## src/rtl/ac_pkg.sv

```systemverilog
// Shared definitions for the accumulator store buffer: default sizes,
// drain-FSM states and the store-entry layout.
package ac_pkg;

  localparam int WORD_SIZE  = 24;
  localparam int ADDR_WIDTH = 16;
  localparam int DEPTH      = 4;

  typedef enum logic [1:0] {
    IDLE = 2'd0,
    REQ  = 2'd1,
    GAP  = 2'd2
  } drain_state_e;

  typedef struct packed {
    logic [ADDR_WIDTH-1:0] addr;
    logic [WORD_SIZE-1:0]  data;
  } store_entry_t;

endpackage

```

## src/rtl/ac_store_fifo.sv

```systemverilog
// Store-entry FIFO: storage, pointers, occupancy count, registered full/empty
// flags and a registered head entry that is valid whenever empty=0.
module ac_store_fifo #(
  parameter int W     = 40,
  parameter int DEPTH = 4
) (
  input  logic         clk,
  input  logic         rst,
  input  logic         push,
  input  logic         pop,
  input  logic [W-1:0] wr_data,
  output logic [W-1:0] head,
  output logic         full,
  output logic         empty
);

  localparam int PW = $clog2(DEPTH);
  localparam int CW = PW + 1;

  logic [W-1:0]  mem_r [DEPTH];
  logic [PW-1:0] wr_ptr_r;
  logic [PW-1:0] rd_ptr_r;
  logic [PW-1:0] rd_ptr_nxt_s;
  logic [CW-1:0] count_r;
  logic [CW-1:0] count_nxt_s;
  logic [W-1:0]  head_r;
  logic          full_r;
  logic          empty_r;
  logic          push_ok_s;
  logic          pop_ok_s;

  // Acceptance is decided on the registered flags, so a push while full is dropped
  assign push_ok_s = push && !full_r;
  assign pop_ok_s  = pop && !empty_r;

  // Next read pointer and next occupancy
  always_comb begin
    rd_ptr_nxt_s = rd_ptr_r;
    count_nxt_s  = count_r;
    if (pop_ok_s) begin
      rd_ptr_nxt_s = rd_ptr_r + PW'(1);
    end else begin
      rd_ptr_nxt_s = rd_ptr_r;
    end
    case ({push_ok_s, pop_ok_s})
      2'b10:   count_nxt_s = count_r + CW'(1);
      2'b01:   count_nxt_s = count_r - CW'(1);
      default: count_nxt_s = count_r;
    endcase
  end

  // Entry storage; contents need no reset because count gates their use
  always_ff @(posedge clk) begin
    if (push_ok_s) begin
      mem_r[wr_ptr_r] <= wr_data;
    end
  end

  // Pointers, count, flags and head register
  always_ff @(posedge clk) begin
    if (rst) begin
      wr_ptr_r <= '0;
      rd_ptr_r <= '0;
      count_r  <= '0;
      full_r   <= 1'b0;
      empty_r  <= 1'b1;
      head_r   <= '0;
    end else begin
      if (push_ok_s) begin
        wr_ptr_r <= wr_ptr_r + PW'(1);
      end
      rd_ptr_r <= rd_ptr_nxt_s;
      count_r  <= count_nxt_s;
      full_r   <= (count_nxt_s == CW'(DEPTH));
      empty_r  <= (count_nxt_s == CW'(0));
      // A push landing in the new head slot bypasses the array
      if (push_ok_s && (wr_ptr_r == rd_ptr_nxt_s)) begin
        head_r <= wr_data;
      end else begin
        head_r <= mem_r[rd_ptr_nxt_s];
      end
    end
  end

  assign head  = head_r;
  assign full  = full_r;
  assign empty = empty_r;

endmodule

```

## src/rtl/ac_store_buffer.sv

```systemverilog
// Write-back buffer between the AC register and data memory: queues store
// commands and drains them over a req/ack handshake with a one-cycle gap.
module ac_store_buffer #(
  parameter int WORD_SIZE  = ac_pkg::WORD_SIZE,
  parameter int ADDR_WIDTH = ac_pkg::ADDR_WIDTH,
  parameter int DEPTH      = ac_pkg::DEPTH
) (
  input  logic                  clk,
  input  logic                  rst,
  input  logic                  store_en,
  input  logic [WORD_SIZE-1:0]  ac_in,
  input  logic [ADDR_WIDTH-1:0] addr_in,
  output logic                  full,
  output logic                  empty,
  output logic                  overflow_err,
  output logic                  mem_req,
  output logic [ADDR_WIDTH-1:0] mem_addr,
  output logic [WORD_SIZE-1:0]  mem_wdata,
  input  logic                  mem_ack
);

  import ac_pkg::*;

  localparam int EW = ADDR_WIDTH + WORD_SIZE;

  drain_state_e  state_r;
  drain_state_e  state_nxt_s;
  logic          req_r;
  logic          ovf_r;
  logic          pop_s;
  logic          full_s;
  logic          empty_s;
  logic [EW-1:0] head_s;

  // Ack only counts while a request is actually on the bus
  assign pop_s = req_r && mem_ack;

  ac_store_fifo #(
    .W     (EW),
    .DEPTH (DEPTH)
  ) u_fifo (
    .clk     (clk),
    .rst     (rst),
    .push    (store_en),
    .pop     (pop_s),
    .wr_data ({addr_in, ac_in}),
    .head    (head_s),
    .full    (full_s),
    .empty   (empty_s)
  );

  // Drain FSM next-state
  always_comb begin
    state_nxt_s = state_r;
    case (state_r)
      IDLE: begin
        if (!empty_s) state_nxt_s = REQ;
        else          state_nxt_s = IDLE;
      end
      REQ: begin
        if (mem_ack) state_nxt_s = GAP;
        else         state_nxt_s = REQ;
      end
      GAP: begin
        if (!empty_s) state_nxt_s = REQ;
        else          state_nxt_s = IDLE;
      end
      default: state_nxt_s = IDLE;
    endcase
  end

  // FSM state, registered request and sticky overflow flag
  always_ff @(posedge clk) begin
    if (rst) begin
      state_r <= IDLE;
      req_r   <= 1'b0;
      ovf_r   <= 1'b0;
    end else begin
      state_r <= state_nxt_s;
      req_r   <= (state_nxt_s == REQ);
      ovf_r   <= ovf_r | (store_en & full_s);
    end
  end

  // Head entry is registered in the FIFO and cannot change while requesting
  assign mem_addr     = head_s[EW-1:WORD_SIZE];
  assign mem_wdata    = head_s[WORD_SIZE-1:0];
  assign mem_req      = req_r;
  assign full         = full_s;
  assign empty        = empty_s;
  assign overflow_err = ovf_r;

endmodule

```

## config.mk

```make
export PLATFORM = sky130hd
export DESIGN_NAME = ac_store_buffer
export DESIGN_NICKNAME = d
export VERILOG_FILES = /design/src/rtl/ac_pkg.sv /design/src/rtl/ac_store_fifo.sv /design/src/rtl/ac_store_buffer.sv
export SDC_FILE = /design/constraint.sdc
export NUM_CORES = 1
export LEC_CHECK = 0
export CORE_ASPECT_RATIO = 1.4
export CORE_MARGIN = 3
export CORE_UTILIZATION = 35
export CTS_CLUSTER_SIZE = 14
export DETAILED_ROUTE_END_ITERATION = 10
export HOLD_SLACK_MARGIN = 0.06
export SLEW_MARGIN = 20
export SYNTH_ARGS = -nofsm -noshare
export SYNTH_HDL_FRONTEND = slang
export SYNTH_SLANG_ARGS = --single-unit
```

## constraint.sdc

```tcl
create_clock -name clk -period 2.6 [get_ports clk]
set_input_delay 0.52 -clock clk [delete_from_list [all_inputs] [get_ports clk]]
set_output_delay 0.52 -clock clk [all_outputs]
set_load 0.005 [all_outputs]
```

# After elaboration in Yosys (flattened, before gate mapping)
# Memories as Yosys holds them, arrays and structs flattened. A register that Yosys moved wholly into a read port is not among the register bits.
# Cells that the tools add are included.
# word_totals
regBits	13
rom_bits	0
latchBits	0
out_inout_bits	44
in_bits	44
memories	1
wordCells	36
ramBits	160
# mem_list
memory	depth	word_bits	rd	rd_clocked_by_memory_dff	write_ports	line_no	rtl
u_fifo.mem_r	4	40	1	1	1	ac_store_fifo.sv:20	logic [W-1:0] mem_r [DEPTH];
# op_classes
n_reduce_logical	8
n_eq_ne	6
multipliers	0
magnitude_cmp	0
mux	7
div_mod_pow	0
bitwise	2
shift	0
n_addsub	4
# ops
op	count
$eq A2 B1 Y1 const B	3
$pmux W3 S2	1
$add A2 B1 Y2 const B	2
$eq A2 B2 Y1 const B	2
$mux W2	2
$pmux W2 S2	1
$add A3 B1 Y3 const B	1
$eq A3 B3 Y1 const B	1
$logic_and A1 B1 Y1	3
$logic_not A3 Y1	1
$mux W1	3
$sub A3 B1 Y3 const B	1
$logic_not A1 Y1	2
$logic_not A2 Y1	1
$reduce_or A2 Y1	1
$and A1 B1 Y1	1
$or A1 B1 Y1	1

# Depth between registers and ports, before layout
# depth
ltp_word	5
depth_mapped	11
ltp_nobuf	9

# By module
# Synthesis repeated with hierarchy kept, for this count alone.
# hier_totals
cells_unflattened	645
area_unflattened_um2	9529.1
# modules_own_cells
mod	n_inst	area_each_um2	seq_area_each_um2	cells_per_inst
ac_store_fifo	1	9392.8	5785.5	634
ac_store_buffer	1	136.4	80.1	11

# Worst setup path after synthesis
# OpenSTA, ideal clock, no wires.
# synth_path
kind	input to register
start	input mem_ack
end	register u_fifo.empty_r, in the netlist u_fifo.empty
setup_ns	0.070
n_path_buf	2
required_time_ns	2.530
t_arrival_ns	2.222
path_stages	11
path_slack_ns	0.308
cell_sequence	nand3b_1 -> inv_1 -> buf_2 -> buf_1 -> ha_1 -> fa_1 -> xnor2_1 -> nor2_1 -> xnor2_1 -> nor2_1 -> a21oi_1
# synth_between
elab_chain_cells	5
word_cells_on_any_way	6
classes_between	2 x eq/ne; 1 x mux; 3 x reduce/logical
# synth_rtl
element	line_no	rtl
from (decl)	ac_store_buffer.sv:19	input logic mem_ack
$logic_and A1 B1 Y1 *	ac_store_buffer.sv:36	assign pop_s = req_r && mem_ack;
$logic_and A1 B1 Y1 *	ac_store_fifo.sv:34	assign pop_ok_s = pop && !empty_r;
$eq A2 B1 Y1 or $eq A2 B2 Y1 (tied branches)	ac_store_fifo.sv:45	case ({push_ok_s, pop_ok_s})
$pmux W3 S2 *	ac_store_fifo.sv:45	
$logic_not A3 Y1 *	ac_store_fifo.sv:75	empty_r <= (count_nxt_s == CW'(0));
to (signal assigned)	ac_store_fifo.sv:75	
to (decl)	ac_store_fifo.sv:28	logic empty_r;
# Mark *: on every way between the ends. The rest lies on a longest branch, timed or not.
# A chain may end at the register's enable or synchronous reset.

# Final worst setup path
# layout_path
start	input mem_ack
end	register u_fifo.head_r[22], in the netlist u_fifo.head[22] (read register of u_fifo.mem_r)
# layout_between
elab_chain_cells	3
# layout_rtl
element	line_no	rtl
$logic_and A1 B1 Y1	ac_store_buffer.sv:36	
$logic_and A1 B1 Y1	ac_store_fifo.sv:34	
$mux W2	ac_store_fifo.sv:40	if (pop_ok_s) begin
to (decl)	ac_store_fifo.sv:26	logic [W-1:0] head_r;
# Every way passes these cells.

==> impl_metrics.csv <==
group,metric,value,unit
synthesis,syn-num-nets,699,
timing,period_share,0.847,
grt,grt_use_total,0.162,
timing,relSlewSlack,0.506,
synthesis,synth-edff-count,160,
clock_network,cts_buffers,21,
grt,grt_max_degree,82,
power,power.internal,5.96,mW
synthesis,ys_seq_area_frac,0.662,
detailed_routing,dr.pass1.iters,5,
outcome,status,"complete, no violations",
detailed_routing,wl_per_cell,21.7,µm
synthesis,synth_top_area_share,0.542,
synthesis,syn_area,0.00886,mm²
timing,rsz0062_at_grt,"false",
final_layout,fin_cells,1053,
clock_network,cts_hold_buf,0,
detailed_routing,routed_via_density,5.79,
grt,grt_pass1_vias,6418,
grt,grt_pass1_wl,35700,µm
placed_design,post-place-cells,1015,
synthesis,yosys_warnings,0,
floorplanning,die_y,194,µm
setup_path,cp-end-kind,"flop",
clock_network,cts.path.max_buffers,3,
placed_design,place_congestion,0.735,
final_layout,nets,773,
clock_network,clkTransAtPathRegs,0.06,ns
clock_network,cts_resized,0,
timing,finalSetupViolCount,0,
timing,clock_skew,0.00988,ns
timing,finalHoldViolCount,0,
timing,setup_tns,0,ns
synthesis,synthMostInstantiatedCell,"edfxtp_1",
floorplanning,initial_utilization,0.358,
clock_network,post_cts_buffers,0,
setup_path,worst_setup_path_start_kind,"primary input",
power,combPwrFrac,0.116,
clock_network,cts_tree,"built",
grt,antenna_found_initial,2,
floorplanning,die_w,140,µm
min_path,hold_class,"reg2reg",
synthesis,synth_common_cells,"edfxtp_1, o21ai_0, dfxtp_1",
synthesis,yosys.area.top_type,"edfxtp_1",
placed_design,portBuffers,87,
timing,tightest_slew,0.740,ns
power,pwr_density_cell,707,mW/mm²
setup_path,cp_max_fo,24,
clock_network,cts.sink_count,213,
clock_network,insertion_delay,0.48,ns
final_layout,area_delta_synth_final,22.7,%
power,power_frac_clock,0.364,
floorplanning,pin_count,88,
clock_network,cts_root_buf,"clkbuf_16",
synthesis,synth_cell_types,32,
floorplanning,design.die.area,0.0273,mm²
flow_run,maxCapViolCount,0,
power,p_switching,1.73,mW
synthesis,yosys-top-cells-area,"edfxtp_1, dfxtp_1, mux2_2, a32o_1, o21ai_0",
placed_design,place_hpwl,13100,µm
synthesis,synth-main-ff-cell,"edfxtp_1",
clock_network,cts_max_level,1,
timing,hold-worst-slack,0.436,ns
synthesis,ys_ff_latch,213,
timing,max_freq,454,MHz
power,netSwitchingFraction,0.225,
setup_path,worstPathArrival,2.57,ns
grt,grt_overflow,0,
synthesis,async_flop_share,0,
setup_path,worstSetupPathType,"in2reg",
floorplanning,core,0.0248,mm²
detailed_routing,drcViolationCount,0,
detailed_routing,vias,6094,
timing,period_needed,2.20,ns
power,max-vdd-ir-drop,427,µV
floorplanning,rows,68,
power,seqPwrFrac,0.520,
detailed_routing,ant_nets,0,
power,p_leak,3.33,nW
timing,slew_violations,0,
detailed_routing,wl,22900,µm
synthesis,synthCells,649,
detailed_routing,first_iter_violations,441,
final_layout,final_layout_size_suffix_gt1_frac,0.149,
synthesis,syn_area_per_cell,13.7,µm²
setup_path,required,2.97,ns
-- routing by layer --
metal | up-vias | global-route usage | routed length, µm
met1 | 3105 | 0.203 | 9400
met5 | - | 0 | 0
met2 | 182 | 0.280 | 11700
met4 | 0 | 0.0643 | 643
met3 | 49 | 0.0254 | 1080
li1 | 2758 | - | -
-- through the flow --
| stage | worst slack [ns] | instance area [µm²] | util | power, mW |
|---|---|---|---|---|
| detailed placement | -0.0906 | 10200 | 0.414 | 4.96 |
| finish | 0.397 | 10900 | 0.439 | 7.68 |
| global placement | -0.00804 | 10200 | 0.414 | 4.92 |
| global route | 0.208 | 10900 | 0.439 | 7.98 |
| CTS | 0.409 | 10900 | 0.439 | 7.76 |
| floorplan | 0.308 | 8860 | - | 4.45 |
-- critical path, cell delays in order --
cell	delay [ns]
clkdlybuf4s50_1	0.51
nand3b_1	0.22
xnor2_1	0.21
a311o_1	0.41
and3_2	0.28
buf_12	0.18
a32o_1	0.22
-- state kept, by name (all words and copies together) (netlist names), 2 cells and up --
register,cells
u_fifo.mem_r,160
u_fifo.head,40
u_fifo.count_r,3
state_r,2
u_fifo.rd_ptr_r,2
u_fifo.wr_ptr_r,2
-- final timing paths --
check	endpoint	from	depth (start not counted)	slack (ns)
worst max register to register	u_fifo.empty$_SDFF_PP1_	u_fifo.empty$_SDFF_PP1_	9	0.50
worst min register to register	state_r[1]$_SDFF_PP0_	state_r[1]$_SDFF_PP0_	1	0.44
worst max-delay path	u_fifo.head[22]$_SDFF_PP0_	mem_ack	7	0.40
worst min-delay path	state_r[1]$_SDFF_PP0_	state_r[1]$_SDFF_PP0_	1	0.44
-- cells in the final DEF, fill, tap and decap left out, types with 12 or more instances in the layout --
cell type	instances
edfxtp_1	160
clkdlybuf4s50_1	87
o21ai_0	78
dfxtp_1	51
nor3b_1	40
nor3_1	40
mux2_2	40
o22ai_1	39
o221ai_1	39
a32o_1	39
clkbuf_16	21
buf_4	17
nor2_1	12
-- cell families (layout without fill, tap and decap cells) --
kind of cell	count (synthesis)	in the layout	synth area share
buf+inv	69	156	0.0319
other cells	0	2	0
compound gates	203	203	0.160
mux	43	43	0.0570
fa+ha+maj	6	6	0.00932
flops	213	213	0.662
simple gates	108	108	0.0731
xor+xnor	7	7	0.00692
-- power groups by stage --
stage | sequential (mW) | clock [mW] | combinational (mW)
final | 3.99 | 2.80 | 0.892
after floorplan | 4.04 | 0 | 0.404
after global routing | 4.01 | 3.00 | 0.971
after detailed placement | 4.07 | 0 | 0.897
after global placement | 4.06 | 0 | 0.865
after CTS | 3.99 | 2.87 | 0.902
-- cell type report --
class	instances	area, µm²
Antenna cell	2	5.00
Clock buffer	28	562
Clock inverter	8	66.3
Fill cell	2154	13900
Inverter	5	18.8
Multi-Input combinational cell	367	2740
Sequential cell	213	5870
Tap cell	315	394
Timing Repair Buffer	115	1220
No activity file was read; power rests on OpenSTA's default activity.
